[src/rtl/npc_pkg.sv]
// Shared types and constants for the NPC program-counter sequencer.
package npc_pkg;

   typedef enum logic [2:0] {
      S_FETCH  = 3'd0,
      S_WAIT   = 3'd1,
      S_EXEC   = 3'd2,
      S_UPDATE = 3'd3,
      S_TRAP   = 3'd4
   } state_t;

   localparam logic [3:0] CAUSE_IFETCH   = 4'd0;
   localparam logic [3:0] CAUSE_MISALIGN = 4'd1;
   localparam logic [3:0] CAUSE_EXEC     = 4'd2;

   localparam int INST_BYTES = 4;

endpackage

[src/rtl/pc_redirect_mux.sv]
// Priority select of the next-PC adder operands: trap > mret > jalr > branch > sequential.
module pc_redirect_mux
   import npc_pkg::*;
#(
   parameter int XLEN = 32
) (
   input  logic [XLEN-1:0] pc,
   input  logic            trap_en,
   input  logic            mret_en,
   input  logic            jalr_en,
   input  logic            br_taken,
   input  logic [XLEN-1:0] br_off,
   input  logic [XLEN-1:0] jalr_base,
   input  logic [XLEN-1:0] jalr_off,
   input  logic [XLEN-1:0] mepc,
   output logic [XLEN-1:0] a,
   output logic [XLEN-1:0] b,
   output logic            is_trap,
   output logic            is_jalr
);

   // Lower-priority requests are dropped silently when a higher one is present.
   // On a trap the operands are don't-care: the sequencer loads mtvec itself.
   always_comb begin
      a       = pc;
      b       = XLEN'(INST_BYTES);
      is_trap = 1'b0;
      is_jalr = 1'b0;
      if (trap_en) begin
         a       = '0;
         b       = '0;
         is_trap = 1'b1;
      end else if (mret_en) begin
         a = mepc;
         b = '0;
      end else if (jalr_en) begin
         a       = jalr_base;
         b       = jalr_off;
         is_jalr = 1'b1;
      end else if (br_taken) begin
         a = pc;
         b = br_off;
      end
   end

endmodule

[src/rtl/pc_seq.sv]
// Multi-cycle PC sequencer: fetch, wait, execute, commit dnpc, with trap handling.
module pc_seq
   import npc_pkg::*;
#(
   parameter int XLEN    = 32,
   parameter int TIMEOUT = 255,
   parameter int CNT_W   = 64
) (
   input  logic             clk,
   input  logic             rst,
   input  logic [XLEN-1:0]  pc,
   input  logic [XLEN-1:0]  dnpc,
   output logic [XLEN-1:0]  pc_a,
   output logic [XLEN-1:0]  pc_b,
   output logic             pc_wen,
   output logic             ifu_req_valid,
   input  logic             ifu_req_ready,
   input  logic             ifu_rsp_valid,
   input  logic             ifu_rsp_err,
   input  logic [31:0]      ifu_rsp_inst,
   output logic [31:0]      inst,
   output logic             inst_valid,
   input  logic             exe_done,
   input  logic             br_taken,
   input  logic [XLEN-1:0]  br_off,
   input  logic             jalr_en,
   input  logic [XLEN-1:0]  jalr_base,
   input  logic [XLEN-1:0]  jalr_off,
   input  logic             mret_en,
   input  logic [XLEN-1:0]  mepc,
   input  logic [XLEN-1:0]  mtvec,
   input  logic             trap_en,
   output logic             trap_req,
   output logic [3:0]       trap_cause,
   output logic [CNT_W-1:0] minstret
);

   localparam int WCW = (TIMEOUT > 0) ? $clog2(TIMEOUT + 1) : 1;

   state_t          state, state_nxt;
   logic            armed;
   logic [WCW-1:0]  wait_cnt, wait_nxt;
   logic            is_jalr_q;
   logic            aligned, timeout_hit, retire;
   logic [XLEN-1:0] mx_a, mx_b;
   logic            mx_trap, mx_jalr;
   logic            unused_dnpc;

   pc_redirect_mux #(.XLEN(XLEN)) u_mux (
      .pc        (pc),
      .trap_en   (trap_en),
      .mret_en   (mret_en),
      .jalr_en   (jalr_en),
      .br_taken  (br_taken),
      .br_off    (br_off),
      .jalr_base (jalr_base),
      .jalr_off  (jalr_off),
      .mepc      (mepc),
      .a         (mx_a),
      .b         (mx_b),
      .is_trap   (mx_trap),
      .is_jalr   (mx_jalr)
   );

   // jalr clears bit 0 of its target, so only bit 1 can misalign it.
   assign aligned     = is_jalr_q ? ~dnpc[1] : (dnpc[1:0] == 2'b00);
   assign wait_nxt    = wait_cnt + WCW'(1);
   assign timeout_hit = (TIMEOUT != 0) && (wait_nxt == WCW'(TIMEOUT));
   assign retire      = ((state == S_UPDATE) && aligned) ||
                        ((state == S_TRAP) && (trap_cause == CAUSE_EXEC));
   assign unused_dnpc = ^dnpc[XLEN-1:2];

   // Next-state and the single-cycle strobes.
   always_comb begin
      state_nxt     = state;
      ifu_req_valid = 1'b0;
      pc_wen        = 1'b0;
      trap_req      = 1'b0;
      case (state)
         S_FETCH: begin
            // Held off until the first cycle out of reset; stale responses are ignored here.
            ifu_req_valid = armed;
            if (armed && ifu_req_ready) state_nxt = S_WAIT;
         end
         S_WAIT: begin
            // A response in the timeout cycle still wins.
            if (ifu_rsp_valid)    state_nxt = ifu_rsp_err ? S_TRAP : S_EXEC;
            else if (timeout_hit) state_nxt = S_TRAP;
         end
         S_EXEC: begin
            if (exe_done) state_nxt = mx_trap ? S_TRAP : S_UPDATE;
         end
         S_UPDATE: begin
            if (aligned) begin
               pc_wen    = 1'b1;
               state_nxt = S_FETCH;
            end else begin
               state_nxt = S_TRAP;
            end
         end
         S_TRAP: begin
            trap_req  = 1'b1;
            pc_wen    = 1'b1;
            state_nxt = S_FETCH;
         end
         default: state_nxt = S_FETCH;
      endcase
   end

   // State register and request arming.
   always_ff @(posedge clk or negedge rst) begin
      if (!rst) begin
         state <= S_FETCH;
         armed <= 1'b0;
      end else begin
         state <= state_nxt;
         armed <= 1'b1;
      end
   end

   // Datapath registers: wait counter, instruction latch, trap cause, operands, retire count.
   always_ff @(posedge clk or negedge rst) begin
      if (!rst) begin
         wait_cnt   <= '0;
         inst       <= '0;
         inst_valid <= 1'b0;
         trap_cause <= CAUSE_IFETCH;
         pc_a       <= '0;
         pc_b       <= '0;
         is_jalr_q  <= 1'b0;
         minstret   <= '0;
      end else begin
         if (state == S_FETCH && ifu_req_valid && ifu_req_ready) wait_cnt <= '0;
         if (state == S_WAIT) wait_cnt <= wait_nxt;

         if (state == S_WAIT && ifu_rsp_valid && !ifu_rsp_err) begin
            inst       <= ifu_rsp_inst;
            inst_valid <= 1'b1;
         end
         if (state == S_EXEC && exe_done) inst_valid <= 1'b0;

         if (state == S_WAIT && (ifu_rsp_valid ? ifu_rsp_err : timeout_hit))
            trap_cause <= CAUSE_IFETCH;
         if (state == S_EXEC && exe_done && mx_trap) trap_cause <= CAUSE_EXEC;
         if (state == S_UPDATE && !aligned) trap_cause <= CAUSE_MISALIGN;

         if (state_nxt == S_TRAP && state != S_TRAP) begin
            pc_a <= mtvec;
            pc_b <= '0;
         end else if (state == S_EXEC && exe_done) begin
            pc_a      <= mx_a;
            pc_b      <= mx_b;
            is_jalr_q <= mx_jalr;
         end

         if (retire) minstret <= minstret + CNT_W'(1);
      end
   end

endmodule

[config.mk]
export PLATFORM = sky130hd
export DESIGN_NAME = pc_seq
export DESIGN_NICKNAME = d
export VERILOG_FILES = /design/src/rtl/npc_pkg.sv /design/src/rtl/pc_redirect_mux.sv /design/src/rtl/pc_seq.sv
export SDC_FILE = /design/constraint.sdc
export NUM_CORES = 1
export LEC_CHECK = 0
export ABC_AREA = 1
export CORE_MARGIN = 2
export CORE_UTILIZATION = 30
export DETAILED_ROUTE_END_ITERATION = 10
export DONT_BUFFER_PORTS = 1
export SKIP_CTS_REPAIR_TIMING = 1
export SYNTH_ARGS = -nofsm -noshare
export SYNTH_HDL_FRONTEND = slang
export SYNTH_SLANG_ARGS = --single-unit
[constraint.sdc]
create_clock -name clk -period 3.7 [get_ports clk]
set_input_delay 0.74 -clock clk [delete_from_list [all_inputs] [get_ports clk]]
set_output_delay 0.74 -clock clk [all_outputs]
set_load 0.01 [all_outputs]
==> out/qor.csv <==
stage;metric;value;unit
run_status;status;finished clean;
logic_synthesis;Cell variety after synth;41;
routing;WL/cell;21.0;um
layout;final net count;1487;
critical_path;crit-path max cell delay;0.56;ns
clock_network;worst skew pair latency;0.45;ns
sta;Final period util;66.5;%
logic_synthesis;cell area after synthesis;9920;um2
routing;drt first pass iters;5;
sta;Slew HR;40.1;%
placed_design;HPWL after DPL;26.9;mm
sta;RSZ-0062 raised after global routing;false;
critical_path;crit-path max FO;6;
logic_synthesis;flops & latches, synth;176;
routing;DRT Wirelength;35.2;mm
clock_network;clock sinks;176;
global_route;largest net degree at the start of global routing;177;
sta;min Tclk post-route;2.46;ns
routing;routed via count;9054;
critical_path;CP startpoint;minstret[0];
floorplan;Core ar.;32500;um2
critical_path;CP Buf/Inv Count;0;
floorplan;Starting Density;30.5;%
power;maximum VDD drop;0.325;mV
logic_synthesis;post-synthesis sequential area ratio;44.4;%
clock_network;clk slew on worst S/H paths;0.07;ns
critical_path;worst reg-to-reg path cell count;10;
layout;ratio of cells with drive above 1 in the final layout;8.77;%
sta;Worst Tran Pin Value;0.898;ns
placed_design;Inst Count DP;1638;
sta;Final Hold Fails;0;
critical_path;Worst R2R Start;minstret[0];
logic_synthesis;EDFF count, synth;0;
critical_path;Setup CP Type;flop to flop;
routing;Initial DRC Count;674;
logic_synthesis;Synth Flop Type;dfrtp_1;
power;Leak;0.00448;uW
global_route;first-pass GRT wire length;51.7;mm
placed_design;IO Port Bufs;0;
critical_path;r2r endpoint;minstret[48];
critical_path;Worst EP arrival;2.79;ns
floorplan;number of I/O pins;434;
logic_synthesis;Mapped Cells;1248;
placed_design;DP Area;10300;um2
sta;f_max;0.407;GHz
placed_design;GPL Wtd Cong;0.920;
sta;Finish-stage setup viols;0;
critical_path;CP Capture Point;minstret[48];
layout;area grow syn2layout;10.7;%
clock_network;H-tree levels;4;
floorplan;Chip Width;186;um
routing;DRC;0;
logic_synthesis;synth top area cells;dfrtp_1 44%, nand2_1 10%, o21ai_0 5.9%, nand4_1 5.9%, nand3_1 5.5%;
sta;max-slew violation count;0;
job;max_cap viols;0;
clock_network;CTS tree;built;
global_route;GRT Total Usage;19.9;%
critical_path;cell chain of the critical path;ha_1, nand3_4, nor2_1, nand4_1, nor2_1, nand4_1, nor2_2, nand3_1, nand2_1, nand2_1;
logic_synthesis;syn_area_per_cell;7.95;um2
critical_path;Setup crit start kind;flop;
global_route;vias in the first global route;8628;
critical_path;Crit. End Element;flop;
routing;Via density;5.40;
sta;Layout Skew;0.00954;ns
global_route;initial antenna violation count;4;
critical_path;Critical-path top delay cell;dfrtp_1;
routing;Routed Antenna Nets;0;
logic_synthesis;Async SR Flop Fraction;100;%
logic_synthesis;Synth Warn #;0;
logic_synthesis;largest area contributor in the netlist;dfrtp_1;
layout;FILL cells;3490;
floorplan;die height;186;um
layout;fin cells;1677;
hold_path;classification of the worst-slack hold path;input pin to asynchronous set/reset pin;
critical_path;Worst R2R Setup Slack;1.24;ns
layout;design area;11000;um2
power;Tot Pwr;6390;uW
layout;most frequent cells in the layout;265 x nand2_1, 176 x dfrtp_1, 125 x nor2_1, 117 x o21ai_0, 108 x nand3_1;
logic_synthesis;Yosys top cell area share;44.4;%
global_route;global route total overflow;0;
critical_path;cell family with most CP delay;simple AND/OR/NAND/NOR gates;
critical_path;CP Depth;10;
floorplan;full die area;34500;um2
clock_network;Root Buffer;clkbuf_16;
sta;Setup TNS;0;ns
power;Power Dens Cells;582;nW/um2
critical_path;CP required;4.03;ns
layout;commonest non-fill, non-tap cell in the layout;nand2_1;
clock_network;number of buffers created by CTS;17;
clock_network;Longest Clk Path Bufs;2;
floorplan;# rows;66;
Yosys cell counts, types with 3 or more instances:
| library cell | count |
|---|---|
| nand2_1 | 265 |
| ha_1 | 3 |
| inv_2 | 6 |
| buf_1 | 8 |
| nor2_1 | 126 |
| nand3_1 | 108 |
| nor3_1 | 27 |
| o21ai_0 | 117 |
| clkbuf_1 | 33 |
| xnor2_1 | 13 |
| inv_1 | 90 |
| buf_2 | 19 |
| a32oi_1 | 31 |
| dfrtp_1 | 176 |
| buf_6 | 5 |
| o21ai_1 | 22 |
| mux2_2 | 32 |
| nand4_1 | 93 |
| xor2_1 | 40 |
| nor2_2 | 6 |
worst reg2reg max path, delay by kind of cell, from the launching register on:
kind	cells	cell delay, ns
flip-flops	1	0.56
adder cells (fa/ha/maj)	1	0.36
AND/OR/NAND/NOR	9	1.43
stage by stage:
stage,util (%),hold WS [ns],setup slack [ns]
detailed placement,31.6,0.449,1.22
global placement,31.6,0.448,1.24
floorplan,-,0.444,1.79
global route,33.7,0.118,1.06
CTS,33.5,-0.0413,1.26
finish,33.7,0.128,1.24
report_power, final:
group          leakage, uW  switching [uW]  total, uW  internal [uW]
clock network     0.000300             840       1930           1090
logic              0.00190             783       1270            485
registers          0.00228             765       3190           2430
total              0.00448            2390       6390           4000
state kept, by name, summed over array words and instances, names as in the netlist:
signal,cells
minstret,64
pc_a,32
pc_b,32
inst_valid,1
trap_cause,2
armed,1
inst,32
is_jalr_q,1
wait_cnt,8
state,3
final cells by class:
type,count,area [um2],area share [%]
multi-input combinational,908,4840,44.1
sequential,176,4400,40.1
tap,442,553,5.04
clock buffer,19,443,4.03
inverter,97,364,3.32
timing repair buffer,18,188,1.71
clock inverter,13,179,1.63
antenna,4,10.0,0.0912
logic make-up (layout without fill, tap and decap cells):
family / count (synthesis) / in the layout / share of synthesized area (%)
AO/OA/AOI/OAI: 178 / 178 / 10.3
AND/OR/NAND/NOR: 639 / 639 / 29.4
flip-flops: 176 / 176 / 44.4
XOR/XNOR: 53 / 53 / 4.68
buffers and inverters: 165 / 147 / 7.05
multiplexers: 32 / 32 / 3.63
other: 2 / 7 / 0.0757
adder cells (fa/ha/maj): 3 / 3 / 0.379
metal layers:
metal	track usage (%)	part of all wire (%)	up-vias
li1	-	-	4187
met1	22.8	38	4368
met2	34.8	51	448
met3	5.15	8.3	51
met4	8.94	3.2	0
met5	0	0	-
worst min path at each step:
stage / startpoint / end / slack [ns] / cells after the start
after floorplan: rst / armed / 0.44 / 0
after global placement: rst / inst[26] / 0.45 / 0
after detailed placement: rst / inst[26] / 0.45 / 0
after CTS: rst / inst[26] / -0.04 / 0
after global routing: rst / pc_b[17] / 0.12 / 1
final: rst / pc_b[12] / 0.13 / 1
Power figures use the tool's default switching activity.
